$ cat config.mk
export PLATFORM = sky130hd
export DESIGN_NAME = oam_dma
export DESIGN_NICKNAME = d
export VERILOG_FILES = /design/src/rtl/oam_dma.sv
export SDC_FILE = /design/constraint.sdc
export NUM_CORES = 1
export LEC_CHECK = 0
export BUFFER_PORTS_ARGS = -buffer_cell sky130_fd_sc_hd__buf_2
export CAP_MARGIN = 0
export CORE_MARGIN = 4
export CORE_UTILIZATION = 50
export DETAILED_ROUTE_END_ITERATION = 10
export PLACE_DENSITY_LB_ADDON = 0.12
export SYNTH_ARGS = -nofsm -noshare
export SYNTH_HDL_FRONTEND = slang
export SYNTH_SLANG_ARGS = --single-unit
$ cat constraint.sdc
create_clock -name clk -period 3.5 [get_ports clk]
set_input_delay 0.175 -clock clk [delete_from_list [all_inputs] [get_ports clk]]
set_output_delay 0.175 -clock clk [all_outputs]
set_load 0.05 [all_outputs]
$ cat src/rtl/oam_dma.sv
// ----------------------------------------------------------------------------
// oam_dma
//
// OAM DMA controller behind the $4014 register. A CPU write to $4014 starts
// a copy of the 256-byte CPU page {page, 8'h00..8'hFF} into the PPU OAMDATA
// port ($2004). While the copy runs, the CPU is held and the DMA drives the
// CPU bus with alternating read/write cycles. One state step per CPU cycle.
//
// Ports:
//   clk          CPU-cycle clock; one edge is one CPU cycle
//   reset        synchronous, active-high reset
//   reg_wren     decoded CPU write strobe to $4014
//   reg_data     CPU write data: source page number
//   bus_data_in  CPU bus read data, valid combinationally while bus_rden=1
//   cpu_halt     high while the DMA owns the bus (CPU frozen, mux selects DMA)
//   bus_addr     DMA bus address ({page, idx} on reads, $2004 on writes)
//   bus_rden     DMA read strobe
//   bus_wren     DMA write strobe
//   bus_data_out DMA write data; holds the last latched byte outside WRITE
//   done         one-cycle pulse in the cycle after the final write
// ----------------------------------------------------------------------------
module oam_dma (
    input  logic        clk,
    input  logic        reset,
    input  logic        reg_wren,
    input  logic [7:0]  reg_data,
    input  logic [7:0]  bus_data_in,
    output logic        cpu_halt,
    output logic [15:0] bus_addr,
    output logic        bus_rden,
    output logic        bus_wren,
    output logic [7:0]  bus_data_out,
    output logic        done
);

    localparam logic [2:0] ST_IDLE  = 3'd0;
    localparam logic [2:0] ST_HALT  = 3'd1;
    localparam logic [2:0] ST_ALIGN = 3'd2;
    localparam logic [2:0] ST_READ  = 3'd3;
    localparam logic [2:0] ST_WRITE = 3'd4;

    localparam logic [15:0] OAMDATA_ADDR = 16'h2004;
    localparam logic [7:0]  LAST_IDX     = 8'hFF;

    logic [2:0] state;
    logic [2:0] state_nxt;
    logic [7:0] page;
    logic [7:0] idx;
    logic [7:0] latch;
    logic       parity;
    logic       last_write;

    // The final WRITE is the only way back to IDLE apart from reset; it is
    // also what arms the done pulse for the following cycle.
    assign last_write = (state == ST_WRITE) && (idx == LAST_IDX);

    // ------------------------------------------------------------------
    // Next-state logic
    // ------------------------------------------------------------------
    always_comb begin
        state_nxt = state;
        case (state)
            ST_IDLE: begin
                // Triggers are accepted from IDLE only; writes to $4014 in
                // any other state leave the running copy untouched.
                if (reg_wren) begin
                    state_nxt = ST_HALT;
                end
            end
            ST_HALT: begin
                // Reads must land on even-parity cycles. If this HALT cycle
                // is odd, the next one is even and the read can start now;
                // otherwise one ALIGN cycle is inserted.
                if (parity) begin
                    state_nxt = ST_READ;
                end else begin
                    state_nxt = ST_ALIGN;
                end
            end
            ST_ALIGN: begin
                state_nxt = ST_READ;
            end
            ST_READ: begin
                state_nxt = ST_WRITE;
            end
            ST_WRITE: begin
                if (idx == LAST_IDX) begin
                    state_nxt = ST_IDLE;
                end else begin
                    state_nxt = ST_READ;
                end
            end
            default: begin
                state_nxt = ST_IDLE;
            end
        endcase
    end

    // ------------------------------------------------------------------
    // State, parity and datapath registers
    // ------------------------------------------------------------------
    always_ff @(posedge clk) begin
        if (reset) begin
            state  <= ST_IDLE;
            page   <= 8'h00;
            idx    <= 8'h00;
            latch  <= 8'h00;
            parity <= 1'b0;
            done   <= 1'b0;
        end else begin
            state  <= state_nxt;
            // Free-running CPU cycle parity, 0 in the first cycle after reset.
            parity <= ~parity;
            done   <= last_write;
            case (state)
                ST_IDLE: begin
                    if (reg_wren) begin
                        page <= reg_data;
                        idx  <= 8'h00;
                    end
                end
                ST_READ: begin
                    // The bus device answers combinationally within the READ
                    // cycle, so the byte is captured at its closing edge.
                    latch <= bus_data_in;
                end
                ST_WRITE: begin
                    // idx stops at $FF so the copy never spills into the
                    // next page.
                    if (idx != LAST_IDX) begin
                        idx <= idx + 8'd1;
                    end
                end
                default: begin
                end
            endcase
        end
    end

    // ------------------------------------------------------------------
    // Bus outputs, decoded from the state register only (no path from
    // reg_wren to cpu_halt or the strobes).
    // ------------------------------------------------------------------
    always_comb begin
        cpu_halt = (state != ST_IDLE);
        bus_rden = (state == ST_READ);
        bus_wren = (state == ST_WRITE);
        bus_addr = 16'h0000;
        if (state == ST_READ) begin
            bus_addr = {page, idx};
        end else if (state == ST_WRITE) begin
            bus_addr = OAMDATA_ADDR;
        end
    end

    assign bus_data_out = latch;

endmodule

==> summary.md, run 1 <==
| Metric | Value |
|---|---|
| Final net count | ~230 |
| Layout filler cell count | around 250 |
| Die X-Extent | 59.07 µm |
| Seq cells post-synth | 29 |
| Rows | 18 |
| Largest net degree at the start of global routing | 33 |
| PwrDens | ~520 mW/mm² |
| Worst slew margin | 61.08% |
| Crit Path Max Fanout | 24 |
| Vias | 1286 |
| Initial core utilization | 52.63% |
| DRT Pass-1 Iters | 4 |
| I/O Buffers | 46 |
| Yosys warns | 0 |
| PostCTS Resize Cnt | 0 |
| Final period utilization | 66.77% |
| CTS H-tree lvls | 2 |
| Slew Viols, Final | 0 |
| Drt wl/cell | 12.04 µm |
| Setup ws final | 1.163 ns |
| Final hold violation count | 0 |
| Count leader, synth | nand2_1 |
| # setup viols final | 0 |
| Layout cells sized above 1 | 25.94% |
| Unique masters post-synth | 31 |
| Period minus WS final | 2.337 ns |
| Total global routing overflow | 0 |
| Tightest Pin Transition | 0.5832 ns |
| Mapped Area | between 0.001 and 0.0015 mm² |
| EDFF count, synth | 0 |
| Mean cell area of the mapped netlist | ~7.8 µm² |
| Vias per cell | 5.314 |
| Root buffer cell | clkbuf_4 |
| Clock sinks | 29 |
| Most common library cells after synthesis | nand2_1, dfxtp_1, a21oi_1 |
| DRC violations left | 0 |
| Die H | between 50 and 60 µm |
| Setup crit start kind | flip-flop |
| Final antenna-violating net count | 0 |
| CORE AREA | 0.002477 mm² |
| Full die area | roughly 0.0035 mm² |
| Area share of the largest cell type after synthesis | 44.53% |
| RSZ-0062 raised after global routing | no |
| RD Place Congestion | 0.7836 |
| Post CTS Setup Buffer Count | 0 |
| Setup TNS | 0 ns |
| Drt initial violations | 72 |
| Cell taking the most area after synthesis | dfxtp_1 |
| Status | finished clean |
| CTS tree | yes |
| Vias in the first global route | 1163 |
| WS Path Type | flip-flop to primary output |
| HP Class | input port to flip-flop |
| Clock skew | 0.004120 ns |
| Seq/Total Area, Yosys | between 40% and 50% |
| Routed WL | ~2900 µm |
| Reg2Reg Setup Slack | 1.74 ns |
| Setup crit end kind | primary output |
| First-pass GRT wire length | 4774 µm |
| Post-Synthesis Cells | 168 |
| Post-synthesis net count | 188 |
| Clk slew on worst S/H paths | 0.09 ns |
| Num CTS Buffers | 5 |
| # diodes | 0 |
| Num ports | 47 |
| HPWL after DPL | 2126 µm |
| Maximum VDD drop | 0.3668 mV |
| Dpl ws | 1.510 ns |
| Area contributors post-synth | dfxtp_1, nand2_1, a21oi_1 |
| Clk buf depth | 2 |
| Critical path required time | 3.32 ns |
| Post-CTS Hold Buffers | 0 |
| Max-Cap Viols | 0 |
| WP data arrival | 2.16 ns |
| Leak Pwr | between 0.7 and 0.8 nW |
| Initial antenna violation count | 0 |
| Synth Flop Type | dfxtp_1 |
| Asr flop ratio synth | 0% |
| Clk_lat worst skew | 0.31 ns |
| Synth-to-layout area growth | 22.84% |
| Achievable frequency | ~430 MHz |
| Total track usage | 17.65% |
## layer usage
| layer | up-vias | share of wire (%) | global-route usage, % |
|---|---|---|---|
| li1 | 656 | - | - |
| met1 | 574 | 43 | 20.27 |
| met2 | 51 | 47 | 30.13 |
| met3 | 5 | 9.5 | 5.229 |
| met4 | 0 | 1.0 | 7.767 |
| met5 | - | 0 | 0 |
## layout make-up
type	count	area (µm²)	share of cell area (%)
flip-flops and latches	29	580.6	36.25
repair buffers	46	230.2	14.37
well taps	30	37.54	2.344
clock buffers	7	55.05	3.437
clock inverters	1	30.03	1.875
multi-input cells	124	649.4	40.55
inverters	5	18.77	1.172
## through the flow
step | cell area (µm²) | hold slack, ns | utilization (%) | power, mW | instances
2_1_floorplan | 1304 | 0.3110 | - | 0.5242 | 168
3_3_place_gp | 1516 | 0.4157 | 61.21 | 0.5560 | 234
3_5_place_dp | 1516 | 0.4241 | 61.21 | 0.5615 | 234
4_1_cts | 1602 | 0.07663 | 64.65 | 0.8433 | 242
5_1_grt | 1602 | 0.07722 | 64.65 | 0.8814 | 242
6_report | 1602 | 0.08492 | 64.65 | 0.8337 | 242
## final timing paths
| check | start | to | depth (start not counted) |
|---|---|---|---|
| setup reg to reg | idx[1]$_SDFFE_PP0P_ | idx[4]$_SDFFE_PP0P_ | 5 |
| hold reg to reg | parity$_SDFF_PP0_ | parity$_SDFF_PP0_ | 1 |
| hold / removal | bus_data_in[7] | bus_data_out[7]$_SDFFE_PP0N_ | 3 |
| setup / recovery | state[0]$_SDFFE_PP0P_ | bus_addr[1] | 4 |
## worst max-delay path, cell delays in order (launching register included)
cell and delay, ns:
dfxtp_1 0.46, nand3_1 0.34, inv_1 0.56, and2_1 0.22
buf_2 0.26
## cell usage in the layout, fill, tap and decap left out, types with 3 or more instances in the layout
| master | netlist | routed |
|---|---|---|
| and2_1 | 14 | 14 |
| nand2_1 | 38 | 38 |
| nor3_1 | 6 | 6 |
| a21oi_1 | 25 | 25 |
| clkbuf_4 | 0 | 5 |
| dfxtp_1 | 29 | 29 |
| and3_1 | 3 | 3 |
| nand4_1 | 3 | 3 |
| inv_1 | 5 | 5 |
| nand3_1 | 3 | 3 |
| nor2_1 | 10 | 10 |
| buf_2 | 2 | 46 |
## power breakdown
part	switching, mW	leakage [nW]	internal [mW]
clock	0.109	0.0455	0.171
sequential	0.0182	0.236	0.354
combinational	0.130	0.471	0.0518
## cell families (layout without fill, tap and decap cells)
kind of cell	Yosys count	after routing	synth area share, %
XOR/XNOR	1	1	0.6719
multiplexers	1	1	0.7678
AO/OA/AOI/OAI	35	35	15.16
flip-flops	29	29	44.53
buffers and inverters	15	59	5.662
AND/OR/NAND/NOR	86	86	32.25
adder cells (fa/ha/maj)	1	1	0.9595
## registers in the layout (all words and copies together), names as in the netlist
name / count
done: 1
bus_data_out: 8
parity: 1
page: 8
idx: 8
state: 3
Power figures use the tool's default switching activity.
==> inputs of run 2 (changes only) <==
--- a/config.mk
+++ b/config.mk
@@ -8,7 +8,7 @@
 export BUFFER_PORTS_ARGS = -buffer_cell sky130_fd_sc_hd__buf_2
 export CAP_MARGIN = 0
 export CORE_MARGIN = 4
-export CORE_UTILIZATION = 50
+export CORE_UTILIZATION = 43
 export DETAILED_ROUTE_END_ITERATION = 10
 export PLACE_DENSITY_LB_ADDON = 0.12
 export SYNTH_ARGS = -nofsm -noshare
==> constraint.sdc (replaced) <==
create_clock -name clk -period 2 [get_ports clk]
set_input_delay 0.1 -clock clk [delete_from_list [all_inputs] [get_ports clk]]
set_output_delay 0.1 -clock clk [all_outputs]
set_load 0.05 [all_outputs]
==> summary.md, run 2 (synthesized netlist as in run 1, its figures left out) <==
| Metric | Value |
|---|---|
| Maximum VDD drop | 0.4730 mV (+29%) |
| Setup TNS | 0 ns (unchanged) |
| Total global routing overflow | 0 (unchanged) |
| Crit path max-delay family | simple AND/OR/NAND/NOR gates |
| RSZ-0062 raised after global routing | no |
| Num CTS Buffers | 5 (unchanged) |
| Total track usage | 18.22% (+0.57 points) |
| DRC violations left | 0 (unchanged) |
| CTS tree | yes |
| First-pass GRT wire length | 5713 µm (+20%) |
| Vias | 1355 (+5.4%) |
| Critical path startpoint | state[0]$_SDFFE_PP0P_ |
| # setup viols final | 0 (unchanged) |
| I/O Buffers | 46 (unchanged) |
| Leading cell type in the layout, fill and taps excluded | buf_2 |
| Max-Cap Viols | 0 (unchanged) |
| WS Path Type | flip-flop to primary output |
| Final antenna-violating net count | 0 (unchanged) |
| Max incr delay on CP | 0.50 ns (-0.06 ns) |
| Die X-Extent | 63.07 µm (+6.8%) |
| DRT Pass-1 Iters | 4 (unchanged) |
| Root buffer cell | clkbuf_4 |
| Vias in the first global route | 1271 (+9.3%) |
| Clk_lat worst skew | 0.33 ns (+0.02 ns) |
| WP data arrival | 1.72 ns (-0.44 ns) |
| Final net count | 247 (+6.9%) |
| # diodes | 0 (unchanged) |
| Layout cells sized above 1 | 25.44% (-0.50 points) |
| Chain of cells forming the critical path | or3b_4 > inv_1 > buf_2 |
| Period minus WS final | ~1.8 ns |
| Die H | 63.07 µm (+6.8%) |
| Tightest Pin Transition | 0.5461 ns (-0.03710 ns) |
| Total Power | 1.502 mW (+80%) |
| Worst path buffer plus inverter count | 2 (unchanged) |
| Synth-to-layout area growth | 34.64% |
| Final period utilization | roughly 91% |
| Worst slew margin | 63.60% (+2.5 points) |
| Num ports | 47 (unchanged) |
| Drt initial violations | 53 (-26%) |
| Initial core utilization | 46.09% (-6.5 points) |
| RD Place Congestion | 0.8774 (+12%) |
| Initial antenna violation count | 0 (unchanged) |
| Full die area | 0.003977 mm² (+14%) |
| PwrDens | 855.6 mW/mm² (+64%) |
| Clock sinks | 29 (unchanged) |
| Slew Viols, Final | 0 (unchanged) |
| Clk buf depth | 2 (unchanged) |
| Status | finished clean |
| Worst path slowest cell | or3b_4 |
| HP Start | reg_data[7] |
| PostCTS Resize Cnt | 0 (unchanged) |
| HP Class | input port to flip-flop |
| Rows | 19 (+1) |
| Drt wl/cell | 13.04 µm (+8.4%) |
| Setup crit start kind | flip-flop |
| Clock skew | 0.003186 ns (-0.0009332 ns) |
| HPWL after DPL | 2291 µm (+7.8%) |
| CTS H-tree lvls | 2 (unchanged) |
| Crit Path Max Fanout | 13 (-46%) |
| R2r startpoint | idx[0]$_SDFFE_PP0P_ |
| Largest net degree at the start of global routing | 33 (unchanged) |
| CORE AREA | 0.002829 mm² (+14%) |
| Routed WL | 3378 µm (+16%) |
| Most frequent cells in the layout | buf_2, nand2_1, dfxtp_1 |
| Final hold violation count | 0 (unchanged) |
| Vias per cell | 5.232 (-1.6%) |
| Achievable frequency | 548.8 MHz |
| Layout filler cell count | 271 (+9.7%) |
| Setup crit end kind | primary output |
| Clk slew on worst S/H paths | 0.09 ns (about the same) |
| Critical path required time | 1.90 ns (-1.42 ns) |
| Leak Pwr | 0.8213 nW (+9.2%) |
==> run 2: cell types whose count changed in the layout (fill, tap and decap cells not counted), sizes merged <==
cell | previous run | this run
dlygate4sd3 | 0 | 13
buf | 46 | 49
==> run 2: routing by layer <==
layer  vias up  GRT usage, %  wire length [µm]
met4         0         7.438                53
met1       613         20.09              1418
met3         6         6.750               228
met2        48         31.36              1678
met5         -             0                 0
li1        688             -                 -
==> run 2: stage by stage <==
stage          cells  util [%]  instance area, µm²  hold slack (ns)  worst slack, ns
6_report         259     62.05                1755          0.01697           0.1778
5_1_grt          259     62.05                1755         0.005187          0.08703
4_1_cts          259     62.05                1755         0.001257           0.1759
3_5_place_dp     238     54.44                1540           0.3460           0.3429
3_3_place_gp     238     54.44                1540           0.3405           0.4525
2_1_floorplan    168         -                1304           0.2360           0.1387
==> run 2: path summary, 6_finish.rpt <==
kind	slack (ns)	cells after the start	endpoint
worst max-delay path	0.18	3	bus_wren
worst max register to register	0.27	5	idx[4]$_SDFFE_PP0P_
worst min register to register	0.42	1	parity$_SDFF_PP0_
worst min-delay path	0.02	3	page[7]$_SDFFE_PP0P_
==> run 2: cell type report <==
class	instances	area (µm²)	area share [%]
inverter	5	18.77	1.069
multi-input combinational	124	649.4	36.99
timing repair buffer	62	382.9	21.81
clock inverter	1	30.03	1.711
clock buffer	7	55.05	3.136
sequential	29	580.6	33.07
tap	31	38.79	2.210
==> run 2: power breakdown <==
group	leakage, nW	internal, mW	switching (mW)
Clock	0.0455	0.298	0.204
Sequential	0.236	0.619	0.0325
Combinational	0.540	0.117	0.231
Total	0.821	1.03	0.467
==> run 2: repair_timing <==
item	4_1_cts	5_1_grt
setup buffers	0	0
endpoints found under the hold margin	13	0
hold buffers	13	0
==> run 2: worst register-to-register path, cell delays in order (launching register included) <==
cell      delay, ns
dfxtp_1        0.39
ha_1           0.24
nand3_1        0.19
nor3_2         0.39
nor2_1         0.16
a311oi_1       0.28
